`config.mk`:
```
export PLATFORM = sky130hd
export DESIGN_NAME = controle_preparo
export DESIGN_NICKNAME = d
export VERILOG_FILES = /design/src/rtl/controle_preparo_pkg.sv /design/src/rtl/controle_preparo_temporizador.sv /design/src/rtl/controle_preparo.sv
export SDC_FILE = /design/constraint.sdc
export NUM_CORES = 1
export LEC_CHECK = 0
export BUFFER_PORTS_ARGS = -buffer_cell sky130_fd_sc_hd__buf_2
export CORE_ASPECT_RATIO = 1.4
export CORE_MARGIN = 10
export CORE_UTILIZATION = 49
export CTS_CLUSTER_DIAMETER = 40
export DETAILED_ROUTE_END_ITERATION = 10
export GPL_TIMING_DRIVEN = 0
export HOLD_SLACK_MARGIN = 0.02
export PLACE_DENSITY = 0.78
export SETUP_SLACK_MARGIN = 0.02
export SLEW_MARGIN = 10
export SYNTH_ARGS = -nofsm -noshare
export SYNTH_HDL_FRONTEND = slang
export SYNTH_HIERARCHICAL = 1
export SYNTH_SLANG_ARGS = --single-unit
```
`constraint.sdc`:
```
create_clock -name clock -period 11.2 [get_ports clock]
set_input_delay 1.12 -clock clock [delete_from_list [all_inputs] [get_ports clock]]
set_output_delay 1.12 -clock clock [all_outputs]
set_load 0.005 [all_outputs]
```
`src/rtl/controle_preparo_pkg.sv`:
```
// Shared definitions for the brew controller: state encoding, error codes and
// default watchdog limits (reused by the display and the top level).
package controle_preparo_pkg;

  typedef enum logic [2:0] {
    OCIOSO   = 3'd0,
    VERIFICA = 3'd1,
    AQUECE   = 3'd2,
    ABRE     = 3'd3,
    DISPENSA = 3'd4,
    CONCLUI  = 3'd5,
    ERRO     = 3'd6
  } estado_t;

  localparam logic [1:0] ERR_NONE        = 2'b00;
  localparam logic [1:0] ERR_SEM_AGUA    = 2'b01;
  localparam logic [1:0] ERR_TEMPO_AQUEC = 2'b10;
  localparam logic [1:0] ERR_TEMPO_VALV  = 2'b11;

  // 30 s and 65 s at 50 MHz
  localparam logic [31:0] TIMEOUT_AQUEC_PADRAO = 32'd1500000000;
  localparam logic [31:0] TIMEOUT_VALV_PADRAO  = 32'd3250000000;

endpackage

```
`src/rtl/controle_preparo_temporizador.sv`:
```
// Watchdog counter: synchronous clear, count enable, and a registered flag
// that is high while the count sits at limite-1.
module temporizador_preparo #(
  parameter int unsigned N = 32
) (
  input  logic         clock,
  input  logic         reset,
  input  logic         limpa,
  input  logic         conta,
  input  logic [N-1:0] limite,
  output logic         fim
);

  localparam logic [N-1:0] UM = {{(N-1){1'b0}}, 1'b1};

  logic [N-1:0] contagem;
  logic [N-1:0] cont_nxt;

  always_comb begin
    cont_nxt = contagem;
    if (limpa)
      cont_nxt = '0;
    else if (conta)
      cont_nxt = contagem + UM;
  end

  // fim is evaluated on the next count so it lines up with the count itself
  always_ff @(posedge clock or negedge reset) begin
    if (!reset) begin
      contagem <= '0;
      fim      <= 1'b0;
    end else begin
      contagem <= cont_nxt;
      fim      <= (cont_nxt == (limite - UM));
    end
  end

endmodule

```
`src/rtl/controle_preparo.sv`:
```
// Brew-sequence controller: level check, heating, valve command and dispense
// supervision with watchdogs, error reporting and a saturating cup counter.
module controle_preparo
  import controle_preparo_pkg::*;
#(
  parameter int unsigned   N             = 32,
  parameter logic [N-1:0]  TIMEOUT_AQUEC = N'(TIMEOUT_AQUEC_PADRAO),
  parameter logic [N-1:0]  TIMEOUT_VALV  = N'(TIMEOUT_VALV_PADRAO)
) (
  input  logic       clock,
  input  logic       reset,
  input  logic       iniciar,
  input  logic       cancelar,
  input  logic       nivel_ok,
  input  logic       agua_quente,
  input  logic       fim_valvula,
  output logic       liga_aquecedor,
  output logic       liga_valvula,
  output logic       ocupado,
  output logic       pronto,
  output logic       erro,
  output logic [1:0] codigo_erro,
  output logic [7:0] cafes_servidos,
  output logic [2:0] db_estado
);

  estado_t      estado, prox;
  logic         tempo_fim;
  logic         limpa, conta;
  logic [N-1:0] limite;

  always_ff @(posedge clock or negedge reset) begin
    if (!reset)
      estado <= OCIOSO;
    else
      estado <= prox;
  end

  always_comb begin
    prox = estado;
    case (estado)
      OCIOSO:   if (iniciar) prox = VERIFICA;
      VERIFICA: prox = nivel_ok ? AQUECE : ERRO;
      AQUECE: begin
        if (cancelar)         prox = OCIOSO;
        else if (agua_quente) prox = ABRE;
        else if (tempo_fim)   prox = ERRO;
      end
      ABRE:     prox = DISPENSA;
      // no cancel here: the valve controller cannot be aborted
      DISPENSA: begin
        if (fim_valvula)    prox = CONCLUI;
        else if (tempo_fim) prox = ERRO;
      end
      CONCLUI:  prox = OCIOSO;
      ERRO:     if (cancelar) prox = OCIOSO;
      default:  prox = OCIOSO;
    endcase
  end

  assign limpa  = (estado == VERIFICA) || (estado == ABRE);
  assign conta  = (estado == AQUECE) || (estado == DISPENSA);
  // limit follows the state being entered so the registered flag is valid on arrival
  assign limite = (prox == DISPENSA) ? TIMEOUT_VALV : TIMEOUT_AQUEC;

  temporizador_preparo #(.N(N)) u_temporizador (
    .clock  (clock),
    .reset  (reset),
    .limpa  (limpa),
    .conta  (conta),
    .limite (limite),
    .fim    (tempo_fim)
  );

  // outputs registered from the next state, so they align with db_estado
  always_ff @(posedge clock or negedge reset) begin
    if (!reset) begin
      liga_aquecedor <= 1'b0;
      liga_valvula   <= 1'b0;
      ocupado        <= 1'b0;
      pronto         <= 1'b0;
      erro           <= 1'b0;
      codigo_erro    <= ERR_NONE;
      cafes_servidos <= 8'd0;
    end else begin
      liga_aquecedor <= (prox == AQUECE) || (prox == ABRE) || (prox == DISPENSA);
      liga_valvula   <= (prox == ABRE);
      ocupado        <= (prox != OCIOSO) && (prox != ERRO);
      pronto         <= (prox == CONCLUI);
      erro           <= (prox == ERRO);
      if (prox == ERRO) begin
        if (estado == VERIFICA)      codigo_erro <= ERR_SEM_AGUA;
        else if (estado == AQUECE)   codigo_erro <= ERR_TEMPO_AQUEC;
        else if (estado == DISPENSA) codigo_erro <= ERR_TEMPO_VALV;
      end else begin
        codigo_erro <= ERR_NONE;
      end
      if ((prox == CONCLUI) && (cafes_servidos != 8'hFF))
        cafes_servidos <= cafes_servidos + 8'd1;
    end
  end

  assign db_estado = estado;

endmodule

```
==> flow_metrics.py, run 1 <==
metrics = {
    "placement": {
        "portBuffers": 24,
        "place_ws_ns": 6.00,
        "dp_hpwl_um": 6150,
        "place.gp.congestion": 0.852,
        "dpl-instance-area_mm2": 0.00403,
    },
    "synthesis": {
        "synth_flop_cell": "dfrtp_1",
        "ys_seq_elements": 51,
        "yosysWarnings": 6,
        "synth_area_mm2": 0.00360,
        "synthCells": 399,
        "synth_edf_count": 0,
        "synth_cell_types": 70,
        "async_flop_share": 1.00,
        "avgSynthCellArea_um2": 9.02,
        "yosysSeqAreaShare": 0.354,
    },
    "timing": {
        "period_needed_ns": 4.85,
        "report.final.slew_viol_count": 0,
        "period_share": 0.433,
        "layout_setup_ws_ns": 6.35,
        "hold_viol": 0,
        "worstMarginPinSlew_ns": 0.931,
        "tns_ns": 0,
        "slew_headroom": 0.379,
        "whs_ns": 0.535,
        "rsz0062_at_grt": "false",
        "clock_skew_ns": 0.00904,
        "max_freq_mhz": 206,
        "final-setup-viol-count": 0,
    },
    "power": {
        "p_leak_nw": 1.63,
        "peakVddDrop_uv": 78.6,
        "power_density_mw_per_mm2": 154,
    },
    "clocking": {
        "clock_latency_ns": 0.32,
        "post-cts-setup-buffer-count": 0,
        "cts.path.max_buffers": 2,
        "cts_resized": 0,
        "cts_tree": "built",
        "cts_sinks": 51,
        "ctsHoldBuffers": 0,
        "cts_root_buf": "clkbuf_8",
        "cts_made_buffers": 5,
        "htreeDepth": 2,
        "path_clk_slew_ns": 0.08,
    },
    "drt": {
        "routedWlPerCell_um": 13.8,
        "first_pass_iters": 4,
        "drt-vias-per-instance": 5.43,
        "num_vias": 3114,
        "finalWirelength_um": 7910,
        "drtAntennaViolNets": 0,
        "route.detailed.drc": 0,
        "first_iter_violations": 197,
    },
    "global_route": {
        "grt_pass1_vias": 3038,
        "gr-max-usage-layer": "met2",
        "grt_max_degree": 52,
        "globalRouteMet2Util": 0.270,
        "met1_usage": 0.157,
        "grt_pass1_wl_um": 13800,
        "grt_overflow": 0,
        "use_met3": 0.0322,
        "grt_usage": 0.147,
        "antenna_found_initial": 0,
    },
    "floorplan": {
        "die_h_um": 121,
        "start_util": 0.509,
        "io-pin-count": 25,
        "row_count": 36,
        "coreArea_mm2": 0.00707,
        "die_w_um": 92.5,
        "dieArea_mm2": 0.0112,
    },
    "worst_setup_path": {
        "path_class": "primary input to flop",
        "worstSetupEndpointType": "flop",
        "arrival_ns": 5.10,
        "path_max_fanout": 26,
        "r2r_cells": 13,
        "worstPathRequired_ns": 11.45,
        "worstSetupStartpointType": "primary input",
    },
    "layout": {
        "final_layout_size_suffix_gt1_frac": 0.119,
        "diodes": 0,
        "syn_to_final_growth_pct": 14.2,
        "nets": 487,
        "finalInstanceArea_mm2": 0.00411,
    },
    "flow_run": {
        "cap_violations": 0,
    },
    "run_status": {
        "status": "finished, final reports clean",
    },
    "worst_hold_path": {
        "holdPathStages": 1,
        "hold_path.class": "flop to flop",
    },
}
## worst paths after layout
kind / from / end / slack (ns)
max: fim_valvula / u_temporizador/fim$_DFF_PN0_ / 6.35
min: cafes_servidos[0]$_DFFE_PN0P_ / cafes_servidos[0]$_DFFE_PN0P_ / 0.54
max reg2reg: db_estado[2]$_DFF_PN0_ / u_temporizador/fim$_DFF_PN0_ / 6.63
min reg2reg: cafes_servidos[0]$_DFFE_PN0P_ / cafes_servidos[0]$_DFFE_PN0P_ / 0.54
max in group asynchronous: reset / u_temporizador/contagem[28]$_DFF_PN0_ / 9.95
min in group asynchronous: reset / cafes_servidos[3]$_DFFE_PN0P_ / 0.82
## routing by layer
layer,up-vias,wire [um]
li1,1590,-
met1,1449,3220
met2,63,4060
met3,12,429
met4,0,203
met5,-,0
## state kept, by name (all words and copies together), names as in the netlist
| signal | cells |
|---|---|
| cafes_servidos | 8 |
| codigo_erro | 2 |
| db_estado | 3 |
| erro | 1 |
| liga_aquecedor | 1 |
| liga_valvula | 1 |
| ocupado | 1 |
| pronto | 1 |
| u_temporizador/contagem | 32 |
| u_temporizador/fim | 1 |
## where the power goes
part | internal [mW] | switching (mW)
sequential | 0.207 | 0.0209
clock | 0.0439 | 0.0576
combinational | 0.123 | 0.182
## critical path: stages
cell and delay (ns):
buf_2 0.11, mux2_1 0.30, a22oi_1 0.25, o21ai_1 0.21
or2_1 0.59, nor4_1 0.58, or4b_2 0.64, o21a_1 0.21
nor4_1 0.22, o22ai_1 0.14, a2111o_1 0.33, a221oi_2 0.17
and4_1 0.22
## final cells by class
class | count | area, um^2
buffer | 14 | 73.8
clock buffer | 7 | 76.3
clock inverter | 1 | 5.00
fill | 631 | 2960
inverter | 15 | 56.3
multi-input combinational | 365 | 2370
sequential | 51 | 1280
tap | 95 | 119
timing repair buffer | 25 | 138
## layout by cell type, fill, tap and decap left out, drive strengths merged, types with 5 or more instances in the layout
cell type | synthesis | final
nor4 | 18 | 18
nand3 | 23 | 23
o21ai | 9 | 9
buf | 10 | 35
xor2 | 15 | 15
or3 | 7 | 7
or4 | 16 | 16
nand4 | 14 | 14
inv | 15 | 15
mux2 | 5 | 5
conb | 2 | 48
a21oi | 17 | 17
o31ai | 10 | 10
nand2 | 20 | 20
and4 | 7 | 7
nor3 | 14 | 14
clkbuf | 4 | 11
xnor2 | 52 | 52
nor2 | 29 | 29
dfrtp | 51 | 51
## kinds of logic (layout without fill, tap and decap cells)
logic type                 after synthesis  count (layout)  share of synthesized area
and+or+nand+nor                        175             175                      0.283
xor gates and xnor gates                67              67                      0.163
AOI/OAI and AO/OA                       66              66                      0.131
DFF                                     51              51                      0.354
buffers and inverters                   29              62                     0.0361
muxes                                    6               6                     0.0195
adders and majority gates                3               3                     0.0104
other                                    2              48                    0.00209
## synthesized netlist by cell type, types with 2 or more instances
library cell | instances | area [um^2]
o31ai_1 | 10 | 75.1
inv_1 | 15 | 56.3
o21a_1 | 4 | 30.0
dfrtp_1 | 51 | 1280
nor4_1 | 17 | 106
or4_1 | 15 | 113
or2_2 | 2 | 12.5
conb_1 | 2 | 7.51
nor2_1 | 28 | 105
nand3_1 | 23 | 115
xor2_1 | 15 | 131
buf_2 | 5 | 25.0
and4_1 | 7 | 61.3
nor3b_1 | 2 | 15.0
o211ai_1 | 3 | 22.5
a21oi_2 | 2 | 17.5
clkbuf_1 | 4 | 15.0
nand2_1 | 20 | 75.1
nand2b_1 | 4 | 25.0
o21ai_1 | 3 | 15.0
buf_6 | 2 | 22.5
ha_1 | 3 | 37.5
nor2b_1 | 4 | 25.0
nor3_1 | 14 | 70.1
nand4_1 | 14 | 87.6
a31oi_1 | 2 | 12.5
o21ai_0 | 6 | 30.0
a22oi_1 | 3 | 22.5
xnor2_1 | 52 | 455
a21oi_1 | 15 | 75.1
buf_1 | 3 | 11.3
nand3b_1 | 3 | 22.5
mux2_1 | 3 | 33.8
or3_1 | 7 | 43.8
## metrics by stage
step / total power [mW] / cells / util
after floorplan: 0.449 / 445 / -
after global placement: 0.519 / 564 / 0.567
after detailed placement: 0.537 / 565 / 0.570
after CTS: 0.640 / 573 / 0.581
after global routing: 0.686 / 573 / 0.582
final: 0.635 / 573 / 0.582
(Power assumes the default switching activity.)
==> run 2, diff against run 1 <==
- clock period: 11.2 -> 5 ns (I/O delays scaled with it)
==> run 2 against run 1 <==
Critical path depth increased by 1; power grew 120%; utilization rose by 0.089 points; global-route usage unchanged; largest cell class unchanged; die area is the same; sequential power up 120%; routed wire length shrank 0.10%; count of clock-buffer cells in the layout is the same; register-to-register slack worse by 6.1 ns; highest routed layer unchanged; via count shrank 0.45%; non-clock buffer count did not move; clock skew is essentially flat.
==> flow_metrics.py, run 2 (synthesized netlist as in run 1, its figures left out) <==
metrics = {
    "worst_setup_path": {
        "arrival_ns": 4.68,
        "rrSetupSlack_ns": 0.57,
        "timing.rr.start": "db_estado[2]$_DFF_PN0_",
        "worstSetupStartpointType": "flop",
        "worstSetupEndpointType": "flop",
        "worstSetupStartpoint": "db_estado[2]$_DFF_PN0_",
        "path_class": "flop to flop",
        "r2r_end": "u_temporizador/fim$_DFF_PN0_",
        "r2r_cells": 14,
        "worstPathRequired_ns": 5.25,
        "path_max_fanout": 26,
        "endpoint": "u_temporizador/fim$_DFF_PN0_",
    },
    "global_route": {
        "antenna_found_initial": 0,
        "globalRouteMet2Util": 0.270,
        "grt_pass1_wl_um": 13800,
        "grt_pass1_vias": 3038,
        "grt_usage": 0.147,
        "met1_usage": 0.157,
        "grt_max_degree": 52,
        "grt_overflow": 0,
        "use_met3": 0.0322,
        "gr-max-usage-layer": "met2",
    },
    "layout": {
        "most-common-layout-cells": "xnor2_1 (52), dfrtp_1 (51), conb_1 (48)",
        "seqCellArea_mm2": 0.00128,
        "final_layout_size_suffix_gt1_frac": 0.123,
        "nets": 487,
        "diodes": 0,
        "fillers": 631,
        "largest_reg_flops": 32,
        "final_common_cell": "xnor2_1",
        "top_register": "u_temporizador/contagem",
        "multiInputGateArea_mm2": 0.00238,
        "syn_to_final_growth_pct": 14.4,
    },
    "timing": {
        "whs_ns": 0.200,
        "final-setup-viol-count": 0,
        "tns_ns": 0,
        "period_needed_ns": 4.43,
        "layout_setup_ws_ns": 0.570,
        "report.final.slew_viol_count": 0,
        "period_share": 0.886,
        "clock_skew_ns": 0.00932,
        "worstMarginPinSlew_ns": 0.633,
        "slew_headroom": 0.578,
        "max_freq_mhz": 226,
        "rsz0062_at_grt": "false",
        "hold_viol": 0,
    },
    "drt": {
        "first_iter_violations": 171,
        "route.detailed.drc": 0,
        "first_pass_iters": 4,
        "drt-vias-per-instance": 5.41,
        "drtAntennaViolNets": 0,
        "routedWlPerCell_um": 13.8,
        "finalWirelength_um": 7900,
        "num_vias": 3100,
    },
    "clocking": {
        "cts_made_buffers": 5,
        "cts_sinks": 51,
        "path_clk_slew_ns": 0.09,
        "post-cts-setup-buffer-count": 0,
        "clock_latency_ns": 0.32,
        "cts.path.max_buffers": 2,
        "cts_tree": "built",
        "htreeDepth": 2,
        "cts_root_buf": "clkbuf_8",
    },
    "floorplan": {
        "start_util": 0.509,
        "die_w_um": 92.5,
        "coreArea_mm2": 0.00707,
        "dieArea_mm2": 0.0112,
        "row_count": 36,
        "die_h_um": 121,
        "io-pin-count": 25,
    },
    "power": {
        "power_density_mw_per_mm2": 346,
        "sw_frac_of_total": 0.411,
        "seqPwrFrac": 0.359,
        "peakVddDrop_uv": 179,
        "p_clk_frac": 0.160,
        "p_int_uw": 838,
        "pwr-share-comb": 0.481,
        "netSwitchingPower_uw": 586,
        "p_leak_nw": 1.63,
    },
    "placement": {
        "dp_hpwl_um": 6150,
        "place_ws_ns": 0.424,
        "portBuffers": 24,
        "place.gp.congestion": 0.852,
    },
    "worst_hold_path": {
        "hold_path.class": "primary input to async pin",
    },
    "run_status": {
        "status": "finished, final reports clean",
    },
    "flow_run": {
        "cap_violations": 0,
    },
}
-- run 2: cell count changes in the layout (fill, tap and decap cells not counted) --
cell and delta:
or2_1 -1, nor4_2 +1, nor4_1 -1, or2_2 +1
-- run 2: worst min-delay path by stage --
stage,from,to,slack [ns]
final,reset,cafes_servidos[3]$_DFFE_PN0P_,0.20
after global routing,reset,u_temporizador/contagem[0]$_DFF_PN0_,0.25
after CTS,agua_quente,liga_valvula$_DFF_PN0_,0.42
after detailed placement,cafes_servidos[0]$_DFFE_PN0P_,cafes_servidos[0]$_DFFE_PN0P_,0.52
after global placement,cafes_servidos[0]$_DFFE_PN0P_,cafes_servidos[0]$_DFFE_PN0P_,0.51
after floorplan,reset,cafes_servidos[0]$_DFFE_PN0P_,0.20
-- run 2: layout make-up --
| class | instances | share of cell area |
|---|---|---|
| inverter | 15 | 0.0137 |
| clock inverter | 1 | 0.00121 |
| clock buffer | 7 | 0.0185 |
| buffer | 14 | 0.0179 |
| tap | 95 | 0.0288 |
| multi-input combinational | 365 | 0.577 |
| timing repair buffer | 25 | 0.0334 |
| sequential | 51 | 0.310 |
-- run 2: worst max-delay path, cell delays in order (launching register included) --
cell and delay (ns):
dfrtp_1 0.34, buf_2 0.22, mux2_1 0.35, a22oi_1 0.25, o21ai_1 0.21, or2_2 0.53, clkbuf_1 0.25, nor4_1 0.37
nand4_1 0.41, nor3_1 0.35, xnor2_1 0.16, xnor2_1 0.08, a2111o_1 0.42, a221oi_2 0.17, and4_1 0.22
-- run 2: per-layer routing --
layer | part of all wire | routed length (um) | vias to the layer above
met5 | 0 | 0 | -
met4 | 0.026 | 203 | 0
met3 | 0.052 | 414 | 12
met2 | 0.52 | 4080 | 55
met1 | 0.41 | 3200 | 1451
li1 | - | - | 1582
-- run 2: repair_timing --
action                     CTS  global route
setup endpoints to repair    0             1
hold buffers                 0             0
gates resized for setup      0             2
-- run 2: power groups by stage --
stage	clock, mW	combinational, mW	sequential (mW)
finish	0.228	0.686	0.511
CTS	0.237	0.687	0.510
global route	0.252	0.768	0.518
detailed placement	0	0.684	0.518
floorplan	0	0.489	0.517
global placement	0	0.647	0.515
-- run 2: metrics by stage --
step | total power [mW] | util | cell area (um^2) | instances
6_report | 1.42 | 0.583 | 4120 | 573
5_1_grt | 1.54 | 0.583 | 4120 | 573
4_1_cts | 1.43 | 0.581 | 4110 | 573
3_5_place_dp | 1.20 | 0.570 | 4030 | 565
3_3_place_gp | 1.16 | 0.567 | 4010 | 564
2_1_floorplan | 1.01 | - | 3770 | 445
